`config.mk`:
```
export PLATFORM = sky130hd
export DESIGN_NAME = wb_dest_tracker_flat
export DESIGN_NICKNAME = d
export VERILOG_FILES = /design/src/rtl/wb_dest_tracker_if.sv /design/src/rtl/wb_dest_tracker.sv /design/src/flat_wrapper.sv
export SDC_FILE = /design/constraint.sdc
export NUM_CORES = 1
export LEC_CHECK = 0
export ABC_AREA = 1
export CAP_MARGIN = 40
export CORE_MARGIN = 3
export CORE_UTILIZATION = 45
export DETAILED_ROUTE_END_ITERATION = 6
export PLACE_DENSITY = 0.77
export SLEW_MARGIN = 20
export SYNTH_ARGS = -nofsm -noshare
export SYNTH_HDL_FRONTEND = slang
export SYNTH_SLANG_ARGS = --single-unit
```
`constraint.sdc`:
```
create_clock -name clk -period 2.8 [get_ports clk]
set_input_delay 0.56 -clock clk [delete_from_list [all_inputs] [get_ports clk]]
set_output_delay 0.56 -clock clk [all_outputs]
set_load 0.005 [all_outputs]
```
`src/rtl/wb_dest_tracker_if.sv`:
```
// Issue/writeback bundle for the destination tracker: the instruction presented
// for issue, the hazard answer, and the writeback stream.
interface wb_dest_if #(
   parameter int ADDR_W = 5,
   parameter int DEPTH  = 3
);
   localparam int CNT_W = $clog2(DEPTH + 1);

   logic              issue_valid;
   logic [ADDR_W-1:0] rt;
   logic [ADDR_W-1:0] rd;
   logic              reg_dst;
   logic              jal;
   logic              reg_write;
   logic [ADDR_W-1:0] src_a;
   logic [ADDR_W-1:0] src_b;
   logic              src_a_used;
   logic              src_b_used;
   logic              flush;
   logic [ADDR_W-1:0] dest;
   logic              stall;
   logic              wb_valid;
   logic [ADDR_W-1:0] wb_addr;
   logic [CNT_W-1:0]  pending;

   modport master (
      output issue_valid, rt, rd, reg_dst, jal, reg_write,
             src_a, src_b, src_a_used, src_b_used, flush,
      input  dest, stall, wb_valid, wb_addr, pending
   );

   modport slave (
      input  issue_valid, rt, rd, reg_dst, jal, reg_write,
             src_a, src_b, src_a_used, src_b_used, flush,
      output dest, stall, wb_valid, wb_addr, pending
   );
endinterface

```
`src/rtl/wb_dest_tracker.sv`:
```
// Tracks in-flight register destinations from issue to writeback and raises a
// RAW stall when a presented instruction reads a register not yet written back.
module wb_dest_tracker #(
   parameter int ADDR_W   = 5,
   parameter int DEPTH    = 3,
   parameter int LINK_REG = 31
) (
   input logic   clk,
   input logic   rst_n,
   wb_dest_if.slave bus
);
   localparam int CNT_W = $clog2(DEPTH + 1);

   if (DEPTH < 2 || DEPTH > 8) begin : g_depth_check
      $error("wb_dest_tracker: DEPTH must be in 2..8");
   end

   logic [DEPTH-1:0]  vld_p;
   logic [ADDR_W-1:0] addr_p [DEPTH];
   logic [ADDR_W-1:0] dest;
   logic              hit_a;
   logic              hit_b;
   logic              stall;
   logic              accept;

   function automatic logic [ADDR_W-1:0] sel_dest(
      input logic              jal_i,
      input logic              reg_dst_i,
      input logic [ADDR_W-1:0] rt_i,
      input logic [ADDR_W-1:0] rd_i
   );
      if (jal_i)          return ADDR_W'(LINK_REG);
      else if (reg_dst_i) return rd_i;
      else                return rt_i;
   endfunction

   function automatic logic [CNT_W-1:0] count_valid(input logic [DEPTH-1:0] v);
      logic [CNT_W-1:0] n;
      n = '0;
      for (int i = 0; i < DEPTH; i++) n = n + CNT_W'(v[i]);
      return n;
   endfunction

   assign dest = sel_dest(bus.jal, bus.reg_dst, bus.rt, bus.rd);

   // The writeback stage is excluded: the register file writes before it reads.
   always_comb begin
      hit_a = 1'b0;
      hit_b = 1'b0;
      for (int i = 0; i < DEPTH - 1; i++) begin
         if (vld_p[i] && (addr_p[i] == bus.src_a)) hit_a = 1'b1;
         if (vld_p[i] && (addr_p[i] == bus.src_b)) hit_b = 1'b1;
      end
      stall = bus.issue_valid && !bus.flush &&
              ((bus.src_a_used && (bus.src_a != '0) && hit_a) ||
               (bus.src_b_used && (bus.src_b != '0) && hit_b));
   end

   assign accept = bus.issue_valid && !stall && !bus.flush;

   // Issue into stage 0 and shift every cycle; flush empties the whole pipe once
   // the current writeback-stage entry has been presented.
   always_ff @(posedge clk or negedge rst_n) begin
      if (!rst_n) begin
         vld_p <= '0;
         for (int i = 0; i < DEPTH; i++) addr_p[i] <= '0;
      end else if (bus.flush) begin
         vld_p <= '0;
         for (int i = 0; i < DEPTH; i++) addr_p[i] <= '0;
      end else begin
         vld_p[0]  <= accept && bus.reg_write && (dest != '0);
         addr_p[0] <= accept ? dest : '0;
         for (int i = 1; i < DEPTH; i++) begin
            vld_p[i]  <= vld_p[i-1];
            addr_p[i] <= addr_p[i-1];
         end
      end
   end

   assign bus.dest     = dest;
   assign bus.stall    = stall;
   assign bus.wb_valid = vld_p[DEPTH-1];
   assign bus.wb_addr  = addr_p[DEPTH-1];
   assign bus.pending  = count_valid(vld_p);
endmodule

```
`src/flat_wrapper.sv`:
```
// flat-port wrapper written by rule: the top's interface ports become plain ports
module wb_dest_tracker_flat 
#(
   parameter int ADDR_W   = 5,
   parameter int DEPTH    = 3,
   parameter int LINK_REG = 31
)
  (clk, rst_n, bus_issue_valid, bus_rt, bus_rd, bus_reg_dst, bus_jal, bus_reg_write, bus_src_a, bus_src_b, bus_src_a_used, bus_src_b_used, bus_flush, bus_dest, bus_stall, bus_wb_valid, bus_wb_addr, bus_pending);
  wb_dest_if #(.ADDR_W(ADDR_W), .DEPTH(DEPTH)) bus_i ();
  input logic clk;
  input logic rst_n;
  input wire logic [$bits(bus_i.issue_valid)-1:0] bus_issue_valid;
  input wire logic [$bits(bus_i.rt)-1:0] bus_rt;
  input wire logic [$bits(bus_i.rd)-1:0] bus_rd;
  input wire logic [$bits(bus_i.reg_dst)-1:0] bus_reg_dst;
  input wire logic [$bits(bus_i.jal)-1:0] bus_jal;
  input wire logic [$bits(bus_i.reg_write)-1:0] bus_reg_write;
  input wire logic [$bits(bus_i.src_a)-1:0] bus_src_a;
  input wire logic [$bits(bus_i.src_b)-1:0] bus_src_b;
  input wire logic [$bits(bus_i.src_a_used)-1:0] bus_src_a_used;
  input wire logic [$bits(bus_i.src_b_used)-1:0] bus_src_b_used;
  input wire logic [$bits(bus_i.flush)-1:0] bus_flush;
  output wire logic [$bits(bus_i.dest)-1:0] bus_dest;
  output wire logic [$bits(bus_i.stall)-1:0] bus_stall;
  output wire logic [$bits(bus_i.wb_valid)-1:0] bus_wb_valid;
  output wire logic [$bits(bus_i.wb_addr)-1:0] bus_wb_addr;
  output wire logic [$bits(bus_i.pending)-1:0] bus_pending;
  assign bus_i.issue_valid = bus_issue_valid;
  assign bus_i.rt = bus_rt;
  assign bus_i.rd = bus_rd;
  assign bus_i.reg_dst = bus_reg_dst;
  assign bus_i.jal = bus_jal;
  assign bus_i.reg_write = bus_reg_write;
  assign bus_i.src_a = bus_src_a;
  assign bus_i.src_b = bus_src_b;
  assign bus_i.src_a_used = bus_src_a_used;
  assign bus_i.src_b_used = bus_src_b_used;
  assign bus_i.flush = bus_flush;
  assign bus_dest = bus_i.dest;
  assign bus_stall = bus_i.stall;
  assign bus_wb_valid = bus_i.wb_valid;
  assign bus_wb_addr = bus_i.wb_addr;
  assign bus_pending = bus_i.pending;
  wb_dest_tracker #(.ADDR_W(ADDR_W), .DEPTH(DEPTH), .LINK_REG(LINK_REG)) u_core (.clk(clk), .rst_n(rst_n), .bus(bus_i));
endmodule
```
# == After elaboration in Yosys (flattened, before gate mapping) ==
# Index checks and enable logic that the tools add are counted.
# op_classes
eq_ne,4
add_sub_neg,2
n_mux,9
reduce_logical,20
# op_table
op,count
$eq A5 B5 Y1,4
$mux W15,1
$mux W5,3
$reduce_bool A5 Y1,3
$logic_and A1 B1 Y1,14
$mux W1,4
$mux W3,1
$add A1 B1 Y2,1
$add A2 B1 Y2,1
$logic_not A1 Y1,2
$logic_or A1 B1 Y1,1
# word_totals
output_inout_bits,14
inputBits,29
word_cells,39
ff_bits,18

# == Depth between registers and ports, before layout ==
# logic_depth
ltp_word,13
mapped_depth,9
ltp_nobuf,9

# == Least setup slack after synthesis ==
# No wires, ideal clock.
# synth_timing
kind,input to output
startpoint,input bus_src_b[2]
endpoint,output bus_stall
t_arrival_ps,1124
path_slack_ps,1116
n_path_buf,0
required_ps,2240
cell_stages,8
cell_sequence,inv_1 > nand2_1 > nand2_1 > nor2_1 > nand3_1 > nand2_2 > nand2_4 > a21boi_2
# synth_via
elab_chain_cells,7
elab_cells_between_ends,11
classes_between,eq/ne: 2; mux: 2; reduce/logical: 7
# synth_lines
element,line,source
"start, declared",flat_wrapper.sv:19,input wire logic [$bits(bus_i.src_b)-1:0] bus_src_b;
$eq A5 B5 Y1,wb_dest_tracker.sv:52,if (vld_p[i] && (addr_p[i] == bus.src_b)) hit_b = 1'b1;
$logic_and A1 B1 Y1,wb_dest_tracker.sv:52,
$mux W1 (2 in series),wb_dest_tracker.sv:52,
$logic_and A1 B1 Y1 *,wb_dest_tracker.sv:56,(bus.src_b_used && (bus.src_b != '0) && hit_b));
$logic_or A1 B1 Y1 *,wb_dest_tracker.sv:55,((bus.src_a_used && (bus.src_a != '0) && hit_a) ||
$logic_and A1 B1 Y1 *,wb_dest_tracker.sv:54,stall = bus.issue_valid && !bus.flush &&
"end, declared",flat_wrapper.sv:24,output wire logic [$bits(bus_i.stall)-1:0] bus_stall;
# Every way passes the cells marked *; elsewhere a longest branch is shown, timed or not.

# == Worst setup path after layout ==
# layout_timing
startpoint,input bus_reg_dst
endpoint,output bus_dest[1]
# layout_via
elab_chain_cells,2
# layout_lines
element,line,source
"start, declared",flat_wrapper.sv:15,input wire logic [$bits(bus_i.reg_dst)-1:0] bus_reg_dst;
$mux W5,wb_dest_tracker.sv:33,else if (reg_dst_i) return rd_i;
$mux W5,wb_dest_tracker.sv:32,if (jal_i) return ADDR_W'(LINK_REG);
"end, declared",flat_wrapper.sv:23,output wire logic [$bits(bus_i.dest)-1:0] bus_dest;
# No other way between the ends.

==> impl_metrics.json <==
{
  "synth-simple-area-share_pct": 43.74,
  "hp-class": "in2async",
  "diodes": 0,
  "cts.sinks": 18,
  "synth_cells": 185,
  "dr_total_vias": 1268,
  "yosysWarnings": 0,
  "totalWireLength_mm": 2.909,
  "tns_ns": 0,
  "synth_edf_count": 0,
  "slew_violations": 0,
  "synth_top_family_by_area": "simple AND/OR/NAND/NOR gates",
  "firstDrtPassIters": 7,
  "cp-start-kind": "primary input",
  "grt_max_degree": 19,
  "initial_utilization_pct": 48.67,
  "finalCritPeriodShare_pct": 94.36,
  "clock.fmax_mhz": 378.5,
  "period_minus_slack_ns": 2.642,
  "ir_worst_vdd_v": 0.0002204,
  "violations": "DRC",
  "numCtsBuffers": 3,
  "tritoncts": "yes",
  "syn_nets": 215,
  "gp_congestion": 0.9150,
  "final_util_pct": 67.60,
  "post_route_cells_drive_above_1_share_pct": 19.65,
  "avgRoutedWirePerCell_um": 11.23,
  "io_buffers": 42,
  "setup_viol": 0,
  "synth.top_cells.by_count": "nand2_1 (57), nor2_1 (33), inv_1 (21), dfrtp_1 (18), inv_2 (17)",
  "synthFlopType": "dfrtp_1",
  "nNetsFinal": 260,
  "post_cts_buffers": 0,
  "ios": 43,
  "synth.area.mux_share_pct": 0,
  "synthTopCellsByArea": "dfrtp_1 (36%), nand2_1 (17%), nor2_1 (10%), inv_1 (6.4%), inv_2 (5.2%)",
  "fin_ws_ns": 0.1579,
  "tightest_slew_ns": 0.4526,
  "place_ws_ns": -0.01139,
  "max_stage_delay_ns": 0.75,
  "powerDensity_nw_per_um2": 340.7,
  "maxSlewHeadroom_pct": 69.73,
  "status": "finished with violations",
  "num_rows": 18,
  "syn2layout_area_growth_pct": 38.89,
  "cp_max_fo": 9,
  "grt_pass1_vias": 1258,
  "die-area_um2": 3418,
  "grt_overflow_total": 0,
  "p_leak_nw": 0.9168,
  "synth_xor_area_share_pct": 0,
  "cp_data_arrival_time_ns": 2.08,
  "grt_pass1_wl_mm": 4.940,
  "fillers": 226,
  "finClkSkew_ns": 0.004896,
  "synth_fa_ha_area_share_pct": 1.616,
  "synth.distinct_cells": 20,
  "clockBufferDepth": 2,
  "viasPerCell": 4.896,
  "cp_cell_sequence": "clkdlybuf4s50_1 -> nor2_1 -> nor3_2 -> inv_1 -> clkdlybuf4s50_1",
  "die_w_um": 58.47,
  "grtUsageTotal_pct": 18.39,
  "hpwl_mm": 2.385,
  "yosys.area.top_type": "dfrtp_1",
  "first_iter_violations": 49,
  "critPathKind": "in2out",
  "antenna_found_initial": 0,
  "maxCapViolations": 0,
  "crit_path_end_kind": "primary output",
  "synth_most_common_cell": "nand2_1",
  "synth_top_area_share_pct": 36.36,
  "async_flop_share_pct": 100.0,
  "ant_nets": 0,
  "crit_slowest_cell": "clkdlybuf4s50_1",
  "die_h_um": 58.47,
  "synth.ff_latch_count": 18,
  "drc": 1,
  "cp.required_ns": 2.24,
  "coreArea_um2": 2545,
  "hold_viol_final": 0,
  "clk_latency_ns": 0.30,
  "syn_area_per_cell_um2": 6.696,
  "ys_seq_area_share_pct": 36.36,
  "synth_area_um2": 1239,
  "hold_ws_ns": 0.4694,
  "synth-compound-area-share_pct": 2.525,
  "rsz0062_at_grt": "no",
  "clockRootBuffer": "clkbuf_4",
  "h-tree-depth": 1,
  "critical_path.most_common_cell": "clkdlybuf4s50_1",
  "clk_pin_slew_ns": 0.10
}
==> per-layer routing <==
metal / up-vias / track usage [%] / wire length [um]
met5: - / 0 / 0
met2: 71 / 35.25 / 1482
li1: 623 / - / -
met3: 15 / 3.070 / 280
met1: 559 / 19.81 / 1074
met4: 0 / 6.954 / 72
==> worst max-delay path: cells and delay by family <==
kind | cells | cell delay [ns]
buffers and inverters | 3 | 1.25
and+or+nand+nor | 2 | 0.28
==> cell families after synthesis <==
logic type	after synthesis
simple gates	116
compound gates	5
buf+inv	45
fa+ha+maj	1
flops	18
==> final cells by class <==
cell class	instances	area (um^2)	area share (%)
clock buffers	4	36.28	2.109
inverters	38	142.6	8.291
multi-input cells	122	593.1	34.47
flip-flops and latches	18	450.4	26.18
well taps	30	37.54	2.182
repair buffers	47	460.4	26.76
==> per-stage QoR <==
step,cells,area [um^2],power [W]
floorplan,185,1239,0.0003505
global placement,254,1674,0.0004268
detailed placement,254,1674,0.0004307
CTS,258,1705,0.0005864
global route,259,1720,0.0006170
finish,259,1720,0.0005862
==> sequential cells by signal, summed over array words and instances (netlist names) <==
| register | cells |
|---|---|
| u_core.bus.wb_addr | 5 |
| u_core.addr_p | 10 |
| u_core.vld_p | 3 |
==> layout by cell type, fill, tap and decap left out, drive strengths merged <==
master and instances:
inv 38, nand3b 1, o21ai 4, buf 5
nor2 39, dfrtp 18, nand4 3, nor3 3
nand3 7, a21boi 1, clkdlybuf4s50 38, fa 1
nand2 63, clkbuf 4, dlygate4sd2 4
==> report_power, final <==
| group | internal, W | switching [W] | leakage (nW) |
|---|---|---|---|
| clock network | 0.0000794 | 0.0000802 | 0.0210 |
| registers | 0.000269 | 0.00000836 | 0.245 |
| logic | 0.0000780 | 0.0000717 | 0.651 |
| total | 0.000426 | 0.000160 | 0.917 |
==> path summary, 6_finish.rpt <==
| kind | from | slack [ns] | endpoint | depth (start not counted) |
|---|---|---|---|---|
| worst max register to register | u_core.addr_p[13] | 1.56 | u_core.vld_p[0] | 9 |
| max in group asynchronous | rst_n | 1.97 | u_core.addr_p[14] | 2 |
| worst min-delay path | rst_n | 0.47 | u_core.addr_p[9] | 1 |
| worst min register to register | u_core.addr_p[5] | 0.55 | u_core.bus.wb_addr[0] | 2 |
| worst max-delay path | bus_reg_dst | 0.16 | bus_dest[1] | 5 |
| min in group clk | u_core.addr_p[5] | 0.55 | u_core.bus.wb_addr[0] | 2 |
==> what timing repair did <==
item	in CTS	in global routing
hold buffers	0	0
endpoints found under the setup margin	1	0
gates resized for setup	4	0
(Power assumes the default switching activity.)
